$ cat src/rtl/watch_timekeeper_if.sv
// Bundle of the time-of-day inputs and outputs of watch_timekeeper.
// The design side uses the slave modport; the driver/consumer side uses master.
interface watch_timekeeper_if;
    logic       slow_clk;
    logic       set_mode;
    logic       inc_min;
    logic       inc_hour;
    logic [5:0] sec;
    logic [5:0] min;
    logic [4:0] hour;
    logic       pm;
    logic       sec_pulse;
    logic       day_pulse;

    modport master (
        output slow_clk, set_mode, inc_min, inc_hour,
        input  sec, min, hour, pm, sec_pulse, day_pulse
    );

    modport slave (
        input  slow_clk, set_mode, inc_min, inc_hour,
        output sec, min, hour, pm, sec_pulse, day_pulse
    );
endinterface

$ cat src/rtl/watch_timekeeper.sv
// Synchronises the divided watch clock, prescales its rising edges into seconds and
// keeps hh:mm:ss with a set mode. Define WATCH_12H_EN for a 12-hour display with PM flag.
module watch_timekeeper #(
    parameter int TICKS_PER_SEC = 1000,
    parameter int PRESCALE_W    = 16
) (
    input  logic clk,
    input  logic rst_n,
    watch_timekeeper_if.slave bus
);

    localparam logic [PRESCALE_W-1:0] PRESC_MAX = PRESCALE_W'(TICKS_PER_SEC - 1);

    logic                  sync_a_q, sync_b_q, prev_q;
    logic [PRESCALE_W-1:0] presc_q, presc_d;
    logic [5:0]            sec_q, sec_d;
    logic [5:0]            min_q, min_d;
    logic [4:0]            hr24_q, hr24_d;
    logic                  sec_pulse_q, sec_pulse_d;
    logic                  day_pulse_q, day_pulse_d;
    logic                  tick;
    logic                  sec_max, min_max, hr_max;
    logic [4:0]            hour_disp;
    logic                  pm_disp;

    assign tick    = sync_b_q & ~prev_q;
    assign sec_max = (sec_q == 6'd59);
    assign min_max = (min_q == 6'd59);
    assign hr_max  = (hr24_q == 5'd23);

    always_comb begin
        presc_d     = presc_q;
        sec_d       = sec_q;
        min_d       = min_q;
        hr24_d      = hr24_q;
        sec_pulse_d = 1'b0;
        day_pulse_d = 1'b0;
        if (bus.set_mode) begin
            // Frozen: partial second is discarded, minutes adjust without carry.
            presc_d = '0;
            sec_d   = '0;
            if (bus.inc_min) begin
                min_d = min_max ? 6'd0 : min_q + 6'd1;
            end
            if (bus.inc_hour) begin
                hr24_d = hr_max ? 5'd0 : hr24_q + 5'd1;
            end
        end else if (tick) begin
            if (presc_q == PRESC_MAX) begin
                presc_d     = '0;
                sec_pulse_d = 1'b1;
                if (sec_max) begin
                    sec_d = 6'd0;
                    if (min_max) begin
                        min_d = 6'd0;
                        if (hr_max) begin
                            hr24_d      = 5'd0;
                            day_pulse_d = 1'b1;
                        end else begin
                            hr24_d = hr24_q + 5'd1;
                        end
                    end else begin
                        min_d = min_q + 6'd1;
                    end
                end else begin
                    sec_d = sec_q + 6'd1;
                end
            end else begin
                presc_d = presc_q + PRESCALE_W'(1);
            end
        end
    end

    always_ff @(posedge clk) begin
        if (!rst_n) begin
            sync_a_q    <= 1'b0;
            sync_b_q    <= 1'b0;
            prev_q      <= 1'b0;
            presc_q     <= '0;
            sec_q       <= '0;
            min_q       <= '0;
            hr24_q      <= '0;
            sec_pulse_q <= 1'b0;
            day_pulse_q <= 1'b0;
        end else begin
            sync_a_q    <= bus.slow_clk;
            sync_b_q    <= sync_a_q;
            prev_q      <= sync_b_q;
            presc_q     <= presc_d;
            sec_q       <= sec_d;
            min_q       <= min_d;
            hr24_q      <= hr24_d;
            sec_pulse_q <= sec_pulse_d;
            day_pulse_q <= day_pulse_d;
        end
    end

`ifdef WATCH_12H_EN
    // Midnight and noon both display as 12; PM covers 12:00-23:59.
    always_comb begin
        if (hr24_q == 5'd0) begin
            hour_disp = 5'd12;
        end else if (hr24_q > 5'd12) begin
            hour_disp = hr24_q - 5'd12;
        end else begin
            hour_disp = hr24_q;
        end
        pm_disp = (hr24_q >= 5'd12);
    end
`else
    always_comb begin
        hour_disp = hr24_q;
        pm_disp   = 1'b0;
    end
`endif

    assign bus.sec       = sec_q;
    assign bus.min       = min_q;
    assign bus.hour      = hour_disp;
    assign bus.pm        = pm_disp;
    assign bus.sec_pulse = sec_pulse_q;
    assign bus.day_pulse = day_pulse_q;

endmodule

$ cat src/flat_wrapper.sv
// flat-port wrapper written by rule: the top's interface ports become plain ports
module watch_timekeeper_flat 
#(
    parameter int TICKS_PER_SEC = 1000,
    parameter int PRESCALE_W    = 16
)
  (clk, rst_n, bus_slow_clk, bus_set_mode, bus_inc_min, bus_inc_hour, bus_sec, bus_min, bus_hour, bus_pm, bus_sec_pulse, bus_day_pulse);
  watch_timekeeper_if bus_i ();
  input  logic clk;
  input  logic rst_n;
  input wire logic [$bits(bus_i.slow_clk)-1:0] bus_slow_clk;
  input wire logic [$bits(bus_i.set_mode)-1:0] bus_set_mode;
  input wire logic [$bits(bus_i.inc_min)-1:0] bus_inc_min;
  input wire logic [$bits(bus_i.inc_hour)-1:0] bus_inc_hour;
  output wire logic [$bits(bus_i.sec)-1:0] bus_sec;
  output wire logic [$bits(bus_i.min)-1:0] bus_min;
  output wire logic [$bits(bus_i.hour)-1:0] bus_hour;
  output wire logic [$bits(bus_i.pm)-1:0] bus_pm;
  output wire logic [$bits(bus_i.sec_pulse)-1:0] bus_sec_pulse;
  output wire logic [$bits(bus_i.day_pulse)-1:0] bus_day_pulse;
  assign bus_i.slow_clk = bus_slow_clk;
  assign bus_i.set_mode = bus_set_mode;
  assign bus_i.inc_min = bus_inc_min;
  assign bus_i.inc_hour = bus_inc_hour;
  assign bus_sec = bus_i.sec;
  assign bus_min = bus_i.min;
  assign bus_hour = bus_i.hour;
  assign bus_pm = bus_i.pm;
  assign bus_sec_pulse = bus_i.sec_pulse;
  assign bus_day_pulse = bus_i.day_pulse;
  watch_timekeeper #(.TICKS_PER_SEC(TICKS_PER_SEC), .PRESCALE_W(PRESCALE_W)) u_core (.clk(clk), .rst_n(rst_n), .bus(bus_i));
endmodule
$ cat config.mk
export PLATFORM = sky130hd
export DESIGN_NAME = watch_timekeeper_flat
export DESIGN_NICKNAME = d
export VERILOG_FILES = /design/src/rtl/watch_timekeeper_if.sv /design/src/rtl/watch_timekeeper.sv /design/src/flat_wrapper.sv
export SDC_FILE = /design/constraint.sdc
export NUM_CORES = 1
export LEC_CHECK = 0
export CAP_MARGIN = 30
export CORE_MARGIN = 1
export CORE_UTILIZATION = 45
export DETAILED_ROUTE_END_ITERATION = 6
export GPL_ROUTABILITY_DRIVEN = 0
export PLACE_DENSITY = 0.76
export SLEW_MARGIN = 25
export SYNTH_ARGS = -nofsm -noshare
export SYNTH_HDL_FRONTEND = slang
export SYNTH_SLANG_ARGS = --single-unit
$ cat constraint.sdc
create_clock -name clk -period 6.9 [get_ports clk]
set_clock_uncertainty 0.2 [all_clocks]
set_input_delay 0.69 -clock clk [delete_from_list [all_inputs] [get_ports clk]]
set_output_delay 0.69 -clock clk [all_outputs]
set_load 0.02 [all_outputs]
=== Word level (Yosys, flattened, before mapping) ===
Index checks and enable logic that the tools add are counted.

* Word-level logic and storage cells: 53
* Bits in registers: 38
* Output and inout port bits: 20
* Bits of input ports: 6

* Reductions and logical operators: 10
* Bitwise operators: 7
* Add/subtract/negate cells: 4
* Equality and inequality tests: 6
* Muxes and demuxes: 17

{| class="wikitable"
|+ Operators with widths
! operator !! count
|-
| $mux W6 || 7
|-
| $mux W5 || 7
|-
| $add A16 B1 Y16 const B || 1
|-
| $eq A16 B10 Y1 const B || 1
|-
| $mux W16 || 1
|-
| $add A6 B1 Y6 const B || 2
|-
| $eq A6 B6 Y1 const B || 2
|-
| $reduce_bool A2 Y1 || 4
|-
| $not A1 Y1 || 6
|-
| $reduce_or A6 Y1 || 1
|-
| $add A5 B1 Y5 const B || 1
|-
| $eq A5 B5 Y1 const B || 1
|-
| $reduce_and A5 Y1 || 1
|-
| $ne A2 B1 Y1 const B || 2
|-
| $reduce_and A4 Y1 || 1
|-
| $reduce_or A3 Y1 || 1
|-
| $mux W1 || 2
|-
| $reduce_and A2 Y1 || 1
|-
| $reduce_or A2 Y1 || 1
|-
| $and A1 B1 Y1 || 1
|}

=== Depth between registers and ports, before layout ===
Gate-level depths: netlist (run 1).

* Depth in word-level cells: 7
* Mapped depth: 8
* Mapped depth without buffers: 6

=== Least setup slack after synthesis (run 1) ===
OpenSTA, ideal clock, no wires.

* Path type: register -> register
* Start point: register u_core.sec_q[0] (netlist: u_core.bus.sec[0])
* End point: register u_core.min_q[4] (netlist: u_core.bus.min[4])
* Setup slack: 4.459 ns
* Buffers on the path: 1
* Required time: 6.583 ns
* Clock period less this slack: 2.441 ns
* Data arrival time: 2.123 ns
* Stages on the path, launching flop included: 8
* Cells stage by stage: dfxtp_1 ha_1 nand2_1 or3_1 buf_6 o31ai_2 o2111ai_1 a32o_1

* Longest elaborated chain between the ends: 3

{| class="wikitable"
|+ Ends and longest elaborated chain
! item !! RTL line !! text
|-
| start: declaration || watch_timekeeper.sv:16 || <nowiki>logic [5:0] sec_q, sec_d;</nowiki>
|-
| start signal: assignment || watch_timekeeper.sv:80 || <nowiki>sec_q <= '0;</nowiki>
|-
| start signal: assignment || watch_timekeeper.sv:90 || <nowiki>sec_q <= sec_d;</nowiki>
|-
| $eq A6 B6 Y1 || watch_timekeeper.sv:27 || <nowiki>assign sec_max = (sec_q == 6'd59);</nowiki>
|-
| $reduce_bool A2 Y1 (no line) || n/a ||
|-
| $reduce_and A4 Y1 (no line) || n/a ||
|-
| end signal: assignment || watch_timekeeper.sv:91 || <nowiki>min_q <= min_d;</nowiki>
|-
| end: declaration || watch_timekeeper.sv:17 || <nowiki>logic [5:0] min_q, min_d;</nowiki>
|}

No other way between the ends.
A chain may end at the register's enable or synchronous reset.

=== Worst setup path in the final report (run 1) ===
Same ends and word-level chain as after synthesis.

==> impl_metrics.csv, run 1 <==
group,metric,value,unit
run_status,status,"complete, no violations",
sta,fin_crit_sh,0.371,
sta,rsz0062_at_grt,"false",
cts,clock-sinks,38,
power_and_ir_drop,p_int,0.000310,W
synthesis,yosysSeqAreaShare,0.436,
synthesis,netlist.top_cell.by_area,"dfxtp_1",
global_route,overflow,0,
cts,cts_setup_buffers,0,
synthesis,synth.cell_area,1740,um2
sta,setup_violations,0,
power_and_ir_drop,power.switching,0.0000889,W
routing,via_count,1446,
worst_setup_path,crit_path_cell_trace,"ha_1 -> nand2_1 -> or3_1 -> o31ai_2 -> o2111ai_1 -> a32o_1",
cells_and_area,num-nets-final,236,
worst_setup_path,worstSetupStartpointType,"register",
synthesis,netlist_top_cells_area,"dfxtp_1 44%, nor2_1 6.2%, xnor2_1 5.0%",
global_route,grt_usage,0.176,
synthesis,synth_seq_cells,38,
sta,worstMarginPinSlew,0.622,ns
synthesis,ys_async_sr_fraction,0,
die,fp.dieH,64.2,um
cells_and_area,area_growth,20.7,%
routing,route.detailed.drc,0,
routing,drtAntennaViolNets,0,
power_and_ir_drop,vdd_drop_max,0.000111,V
power_and_ir_drop,pwr-share-clk,0.393,
routing,vias_per_cell,5.26,
die,core_area,3690,um2
cts,ctsHtreeMaxLevel,2,
die,row_count,22,
worst_setup_path,arrival,2.54,ns
cells_and_area,drive_gt1_frac,0.0617,
sta,fin_hold_ws,0.235,ns
power_and_ir_drop,combPwrFrac,0.048,
routing,wl,3270,um
power_and_ir_drop,p_seq_frac,0.559,
global_route,antenna_found_initial,0,
sta,finalMaxSlewViolations,0,
sta,fmax,0.391,GHz
synthesis,ys_warn_count,0,
cts,numCtsBuffers,5,
sta,tns,0,ns
power_and_ir_drop,power_density,190,nW/um2
synthesis,synth_most_common_cell,"dfxtp_1",
worst_setup_path,slowest_stage,"o31ai_2",
cts,cts_tree,"done",
synthesis,ys.flop_type,"dfxtp_1",
synthesis,yosysTopAreaCellShare,0.436,
place,dpl.hpwl,2370,um
synthesis,ys_top_cells_by_count,"38 x dfxtp_1, 29 x nor2_1, 19 x nand2_1",
global_route,grt_max_degree,16,
worst_setup_path,slowest_delay,0.60,ns
synthesis,avgSynthCellArea,8.67,um2
cts,post_cts_resized,0,
worst_setup_path,worstSetupEndpointType,"register",
routing,post_drt_wl_per_cell,11.9,um
routing,first_pass_iters,4,
power_and_ir_drop,leakagePower,0.709,nW
worst_setup_path,crit_fanout,9,
sta,final.min_clock_period,2.56,ns
sta,slew_headroom,0.583,
cts,clockRootBuffer,"clkbuf_8",
cts,ctsLongestPathBuffers,2,
die,initial_core_util,0.473,
global_route,grt_first_pass_wirelength,5710,um
worst_hold_path,hold_path.class,"register to register",
cts,worstSkewPairLatency,0.29,ns
worst_setup_path,criticalPathCategory,"register to register",
cells_and_area,diodes,0,
place,port_buffers,24,
synthesis,syn-instance-count,201,
synthesis,synth-edff-count,0,
run,maxCapViolCount,0,
die,dieArea,4130,um2
die,pin_count,26,
die,fp.dieW,64.2,um
worst_setup_path,required,6.88,ns
power_and_ir_drop,swShare,0.223,
synthesis,syn_nets,211,
routing,initialDrtViolationCount,64,
cts,cts_hold_buf,0,
cts,path_clk_slew,0.07,ns
sta,finalHoldViolCount,0,
synthesis,synthDistinctLibCells,45,
global_route,first_global_vias,1360,
==> final cells by class <==
type                            instances  area, um2
Fill cell                             358       1590
Multi-Input combinational cell        152        928
Sequential cell                        38        761
Timing Repair Buffer                   24        240
Clock buffer                            6       82.6
Tap cell                               48       60.1
Inverter                                5       18.8
Clock inverter                          2       12.5
==> cell families (layout without fill, tap and decap cells) <==
family,after synthesis,after routing,share of synthesized area
DFF,38,38,0.436
xor gates and xnor gates,15,15,0.0754
adders and majority gates,4,4,0.0287
and+or+nand+nor,103,103,0.299
other,1,1,0.00215
muxes,5,5,0.0287
AOI/OAI and AO/OA,24,24,0.0984
buffers and inverters,11,37,0.0309
==> state kept, by name, indices dropped and copies added, names as in the netlist <==
| signal | count |
|---|---|
| u_core.sync_b_q | 1 |
| u_core.bus.day_pulse | 1 |
| u_core.bus.sec_pulse | 1 |
| u_core.sync_a_q | 1 |
| u_core.prev_q | 1 |
| u_core.bus.hour | 5 |
| u_core.bus.sec | 6 |
| u_core.bus.min | 6 |
| u_core.presc_q | 16 |
==> metrics by stage <==
step                      std cells  worst slack [ns]  utilization  cell area, um2  total power [W]
after floorplan                 201              4.46            -            1740         0.000240
after global placement          267              4.14        0.544            2010         0.000247
after detailed placement        267              4.14        0.544            2010         0.000247
after CTS                       275              4.35        0.570            2100         0.000402
after global routing            275              4.17        0.570            2100         0.000416
final                           275              4.34        0.570            2100         0.000399
==> power by group through the flow <==
stage | clock network [W] | logic, W | registers (W)
after floorplan | 0 | 0.0000107 | 0.000229
after global placement | 0 | 0.0000188 | 0.000228
after detailed placement | 0 | 0.0000190 | 0.000228
after CTS | 0.000160 | 0.0000192 | 0.000223
after global routing | 0.000172 | 0.0000211 | 0.000223
final | 0.000157 | 0.0000190 | 0.000223
==> per-layer routing <==
metal  global-route usage  wire [um]
met1                0.204       1590
met2                0.301       1490
met3               0.0518        129
met4               0.0778         54
met5                    0          0
==> worst paths after layout <==
kind         slack (ns)               from                end  cells after the start
max                4.34  u_core.bus.sec[0]  u_core.bus.min[4]                      6
min                0.23    u_core.sync_a_q    u_core.sync_b_q                      1
max reg2reg        4.34  u_core.bus.sec[0]  u_core.bus.min[4]                      6
min reg2reg        0.23    u_core.sync_a_q    u_core.sync_b_q                      1
==> cells in the final DEF (no fill, tap or decap), drive strengths merged, types with 2 or more instances in the layout <==
cell type,netlist,layout
dfxtp,38,38
nor2,29,29
clkdlybuf4s50,0,24
nand2,20,20
nand3,12,12
xnor2,10,10
a21oi,9,9
nor3,7,7
clkbuf,3,6
xor2,5,5
mux2i,5,5
inv,5,5
or3,5,5
nand4,4,4
nand3b,4,4
ha,4,4
and3,4,4
and2,4,4
nor4,3,3
nor3b,3,3
o21ai,3,3
nand2b,2,2
and4,2,2
nor2b,2,2
a311oi,2,2
==> worst max-delay path, delay by kind of cell, from the launching register on <==
family	cells	cell delay (ns)
AOI/OAI and AO/OA	3	1.10
DFF	1	0.39
adders and majority gates	1	0.24
and+or+nand+nor	2	0.54
Note: power is estimated with default switching activity, not from simulation.
==> run 2: changes to the inputs <==
PLACE_DENSITY = 0.79   (was 0.76)
clock period = 2.35 ns   (was 6.9 ns; I/O delays follow)
==> run 2 against run 1 <==
Net effect: clock power grew to 2.6 times the previous value; fmax grew 14%; via count grew 5.3%; sequential power grew to 2.9 times the previous value; setup slack lost 4.2 ns; combinational power grew to 3.7 times the previous value; worst hold slack gained 0.015 ns; die area is the same; non-clock buffer count grew 12.
==> impl_metrics.csv, run 2 (synthesis gave the netlist of run 1 again) <==
group,metric,value,unit
run_status,status,"complete, no violations",
routing,via_count,1523,
cts,clock-sinks,38,
cells_and_area,top_register,"u_core.presc_q",
worst_setup_path,r2r_slack,0.11,ns
cells_and_area,stdcell_area,2210,um2
worst_setup_path,crit_buf_inv,0,
worst_setup_path,required,2.38,ns
global_route,first_global_vias,1484,
sta,fin_crit_sh,0.954,
die,row_count,22,
routing,route.detailed.drc,0,
sta,finalHoldViolCount,0,
sta,fmax,0.446,GHz
routing,wl,3590,um
cells_and_area,multi_input_area,947,um2
cells_and_area,mostFrequentLayoutCells,"36 x dfxtp_1, 29 x nor2_1, 24 x clkdlybuf4s50_1",
sta,rsz0062_at_grt,"false",
global_route,grt_usage,0.200,
die,fp.dieW,64.2,um
cells_and_area,fillCellCount,337,
cells_and_area,num-nets-final,248,
global_route,antenna_found_initial,0,
cts,ctsLongestPathBuffers,2,
sta,final.min_clock_period,2.24,ns
cells_and_area,layout_commonest_cell,"dfxtp_1",
cts,clockRootBuffer,"clkbuf_8",
cts,numCtsBuffers,5,
routing,post_drt_wl_per_cell,12.6,um
place,dpl_cell_area,2120,um2
worst_setup_path,slowest_stage,"o41a_1",
routing,initialDrtViolationCount,83,
die,initial_core_util,0.473,
global_route,grt_max_degree,16,
worst_setup_path,criticalPathCategory,"register to register",
cells_and_area,diodes,0,
power_and_ir_drop,vdd_drop_max,0.000425,V
cells_and_area,drive_gt1_frac,0.113,
die,fp.dieH,64.2,um
sta,tns,0,ns
cts,cts_setup_buffers,0,
worst_setup_path,crit_fanout,5,
power_and_ir_drop,power_density,516,nW/um2
worst_setup_path,path_delay_family,"simple AND/OR/NAND/NOR gates",
die,pin_count,26,
cts,ctsHtreeMaxLevel,2,
worst_setup_path,worstSetupEndpointType,"register",
cts,path_clk_slew,0.07,ns
worst_setup_path,slowest_delay,0.46,ns
cts,cts_tree,"done",
cells_and_area,largest_reg_flops,16,
cells_and_area,regArea,763,um2
worst_setup_path,worstSetupStartpointType,"register",
die,core_area,3690,um2
sta,finalMaxSlewViolations,0,
worst_hold_path,hold_path.class,"register to register",
routing,drtAntennaViolNets,0,
cts,worstSkewPairLatency,0.29,ns
die,dieArea,4130,um2
sta,setup_violations,0,
routing,first_pass_iters,4,
global_route,overflow,0,
routing,vias_per_cell,5.33,
run,maxCapViolCount,0,
place,port_buffers,24,
worst_setup_path,crit_path_cell_trace,"ha_1 -> nand2_1 -> or3_4 -> o41a_1 -> or3_1 -> a21oi_2",
place,dpl.hpwl,2620,um
worst_setup_path,arrival,2.27,ns
global_route,grt_first_pass_wirelength,6400,um
cells_and_area,final_core_util,0.599,
cells_and_area,area_growth,26.7,%
power_and_ir_drop,leakagePower,0.768,nW
[run 2: worst reg2reg max path, cell delays in order, from the launching register on]
cell and delay [ns]:
dfxtp_2 0.36, ha_1 0.21, nand2_1 0.08, or3_4 0.37
o41a_1 0.46, or3_1 0.38, a21oi_2 0.12
[run 2: routing by layer]
metal  track usage  wire length [um]  vias to the layer above
met2         0.348              1720                       24
met3        0.0500               136                        7
met1         0.230              1680                      712
met4        0.0861                61                        0
li1              -                 -                      780
met5             0                 0                        -
[run 2: cell type report]
cell class | instances | share of cell area
Multi-Input combinational cell | 152 | 0.429
Inverter | 5 | 0.00850
Timing Repair Buffer | 36 | 0.155
Sequential cell | 38 | 0.346
Clock buffer | 7 | 0.0346
Tap cell | 48 | 0.0272
[run 2: per-stage QoR]
stage	setup WS [ns]	power (W)	std cells	hold WS, ns
after floorplan	0.0472	0.000705	201	0.162
after global placement	0.123	0.000740	279	0.223
after detailed placement	0.0566	0.000741	279	0.237
after CTS	0.0436	0.00115	286	0.255
after global routing	0.0178	0.00119	286	0.287
final	0.109	0.00114	286	0.250
[run 2: final timing paths]
check,start,endpoint,depth (start not counted)
max,u_core.bus.sec[0],u_core.bus.hour[0],6
min,u_core.sync_a_q,u_core.sync_b_q,1
max reg2reg,u_core.bus.sec[0],u_core.bus.hour[0],6
min reg2reg,u_core.sync_a_q,u_core.sync_b_q,1
[run 2: where the power goes]
part	leakage (nW)	total, W	switching [W]	internal, W
sequential	0.308	0.000656	0.00000565	0.000650
combinational	0.422	0.0000708	0.0000353	0.0000355
clock	0.0383	0.000414	0.000210	0.000204
[run 2: repair_timing]
action,4_1_cts,5_1_grt
gates resized for setup,0,2
hold buffers,0,0
setup endpoints to repair,0,3
==> run 3: changes to the inputs <==
REMOVE_ABC_BUFFERS = 1   (was default)
==> run 3 against run 2 <==
Net effect: fmax is essentially flat; via count unchanged; critical endpoint unchanged; highest routed layer unchanged; largest cell class unchanged; setup slack about the same; die area stayed put.
==> impl_metrics.csv, run 3 (synthesis gave the netlist of run 1 again) <==
group,metric,value,unit
run_status,status,"complete, no violations",
worst_setup_path,r2r_slack,0.11,ns
global_route,grt_max_degree,12,
global_route,first_global_vias,1418,
cells_and_area,area_growth,28.6,%
cells_and_area,layout_commonest_cell,"dfxtp_1",
cells_and_area,regArea,762,um2
routing,route.met3.wl,98,um
routing,vias_per_cell,5.27,
die,core_area,3690,um2
routing,via_count,1523,
sta,layout_setup_ws,0.109,ns
sta,tns,0,ns
power_and_ir_drop,vdd_drop_max,0.000335,V
routing,highest_layer,"met4",
power_and_ir_drop,p_total,0.00124,W
worst_hold_path,hold_path.class,"register to register",
sta,finalMaxSlewViolations,0,
worst_hold_path,whs_path_depth,1,
cells_and_area,top_register,"u_core.presc_q",
cells_and_area,diodes,0,
routing,drtAntennaViolNets,0,
cells_and_area,multi_input_area,946,um2
die,dieArea,4130,um2
cts,numCtsBuffers,5,
die,row_count,22,
sta,finalHoldViolCount,0,
routing,met1_length,1750,um
cells_and_area,final_core_util,0.608,
cts,clock-sinks,38,
worst_hold_path,min-delay-start,"u_core.sync_a_q",
worst_setup_path,worstSetupStartpointType,"register",
cts,cts_hold_buf,0,
place,dpl_cell_area,2110,um2
global_route,grt_usage,0.198,
cells_and_area,mostFrequentLayoutCells,"37 x dfxtp_1, 29 x nor2_1, 24 x clkdlybuf4s50_1",
routing,wl_met2,1830,um
cts,cts_tree,"done",
global_route,overflow,0,
worst_setup_path,crit_fanout,9,
cells_and_area,fillCellCount,341,
routing,route.detailed.drc,0,
sta,fin_crit_sh,0.953,
cts,path_clk_slew,0.07,ns
cells_and_area,drive_gt1_frac,0.141,
worst_setup_path,required,2.38,ns
run,maxCapViolCount,0,
global_route,antenna_found_initial,0,
sta,fmax,0.446,GHz
routing,wl,3720,um
routing,post_drt_wl_per_cell,12.9,um
worst_setup_path,criticalPathCategory,"register to register",
routing,initialDrtViolationCount,57,
worst_setup_path,reg2reg_to,"u_core.bus.hour[0]",
worst_setup_path,worstSetupEndpointType,"register",
worst_hold_path,hold_end,"u_core.sync_b_q",
die,initial_core_util,0.473,
worst_setup_path,r2r_start,"u_core.bus.sec[0]",
cells_and_area,largest_reg_flops,16,
place,dpl.hpwl,2750,um
cts,ctsLongestPathBuffers,2,
die,pin_count,26,
place,port_buffers,24,
sta,rsz0062_at_grt,"true",
routing,first_pass_iters,4,
worst_setup_path,rr_worst_depth,6,
power_and_ir_drop,leakagePower,0.787,nW
sta,final.min_clock_period,2.24,ns
cells_and_area,stdcell_area,2240,um2
cts,cts_setup_buffers,0,
cts,ctsHtreeMaxLevel,2,
global_route,grt_first_pass_wirelength,6310,um
cells_and_area,num-nets-final,250,
cts,worstSkewPairLatency,0.29,ns
cts,clockRootBuffer,"clkbuf_8",
die,fp.dieH,64.2,um
die,fp.dieW,64.2,um
place,pre_cts_slack,0.0189,ns
power_and_ir_drop,power_density,554,nW/um2
worst_setup_path,arrival,2.27,ns
sta,setup_violations,0,
[run 3: worst max-delay path, cell delays in order (launching register included)]
cell	delay, ns
dfxtp_1	0.34
ha_2	0.20
nand2_1	0.07
or3_4	0.38
o41a_1	0.48
or3_1	0.38
a21oi_2	0.12
[run 3: worst max path at each step]
stage	startpoint	to	slack, ns	cells after the start
after floorplan	u_core.bus.sec[0]	u_core.bus.min[4]	-0.08	6
after global placement	u_core.bus.sec[0]	u_core.bus.hour[0]	0.11	6
after detailed placement	u_core.presc_q[0]	u_core.bus.hour[0]	0.02	6
after CTS	u_core.presc_q[0]	u_core.bus.hour[0]	0.009	6
after global routing	u_core.presc_q[0]	u_core.bus.hour[3]	-0.02	7
final	u_core.bus.sec[0]	u_core.bus.hour[0]	0.11	6
[run 3: cell type report]
cell class,count,area share
repair buffers,38,0.154
multi-input cells,152,0.422
clock buffers,8,0.0491
well taps,48,0.0268
inverters,5,0.00837
flip-flops and latches,38,0.340
[run 3: power by group]
group          internal (W)  switching (W)
sequential         0.000650     0.00000551
combinational     0.0000331      0.0000353
clock              0.000296       0.000222
[run 3: metal layers]
metal  up-vias  global-route usage
li1        788                   -
met1       714               0.229
met2        15               0.351
met3         6              0.0429
met4         0              0.0833
met5         -                   0
[run 3: repair_timing]
item / in CTS / in global routing
hold endpoints to repair: 0 / 0
setup endpoints to repair: 0 / 18
resized for setup: 0 / 6
[run 3: per-stage QoR]
stage / cells / hold slack (ns)
2_1_floorplan: 195 / 0.157
3_3_place_gp: 281 / 0.221
3_5_place_dp: 281 / 0.244
4_1_cts: 289 / 0.272
5_1_grt: 289 / 0.283
6_report: 289 / 0.266
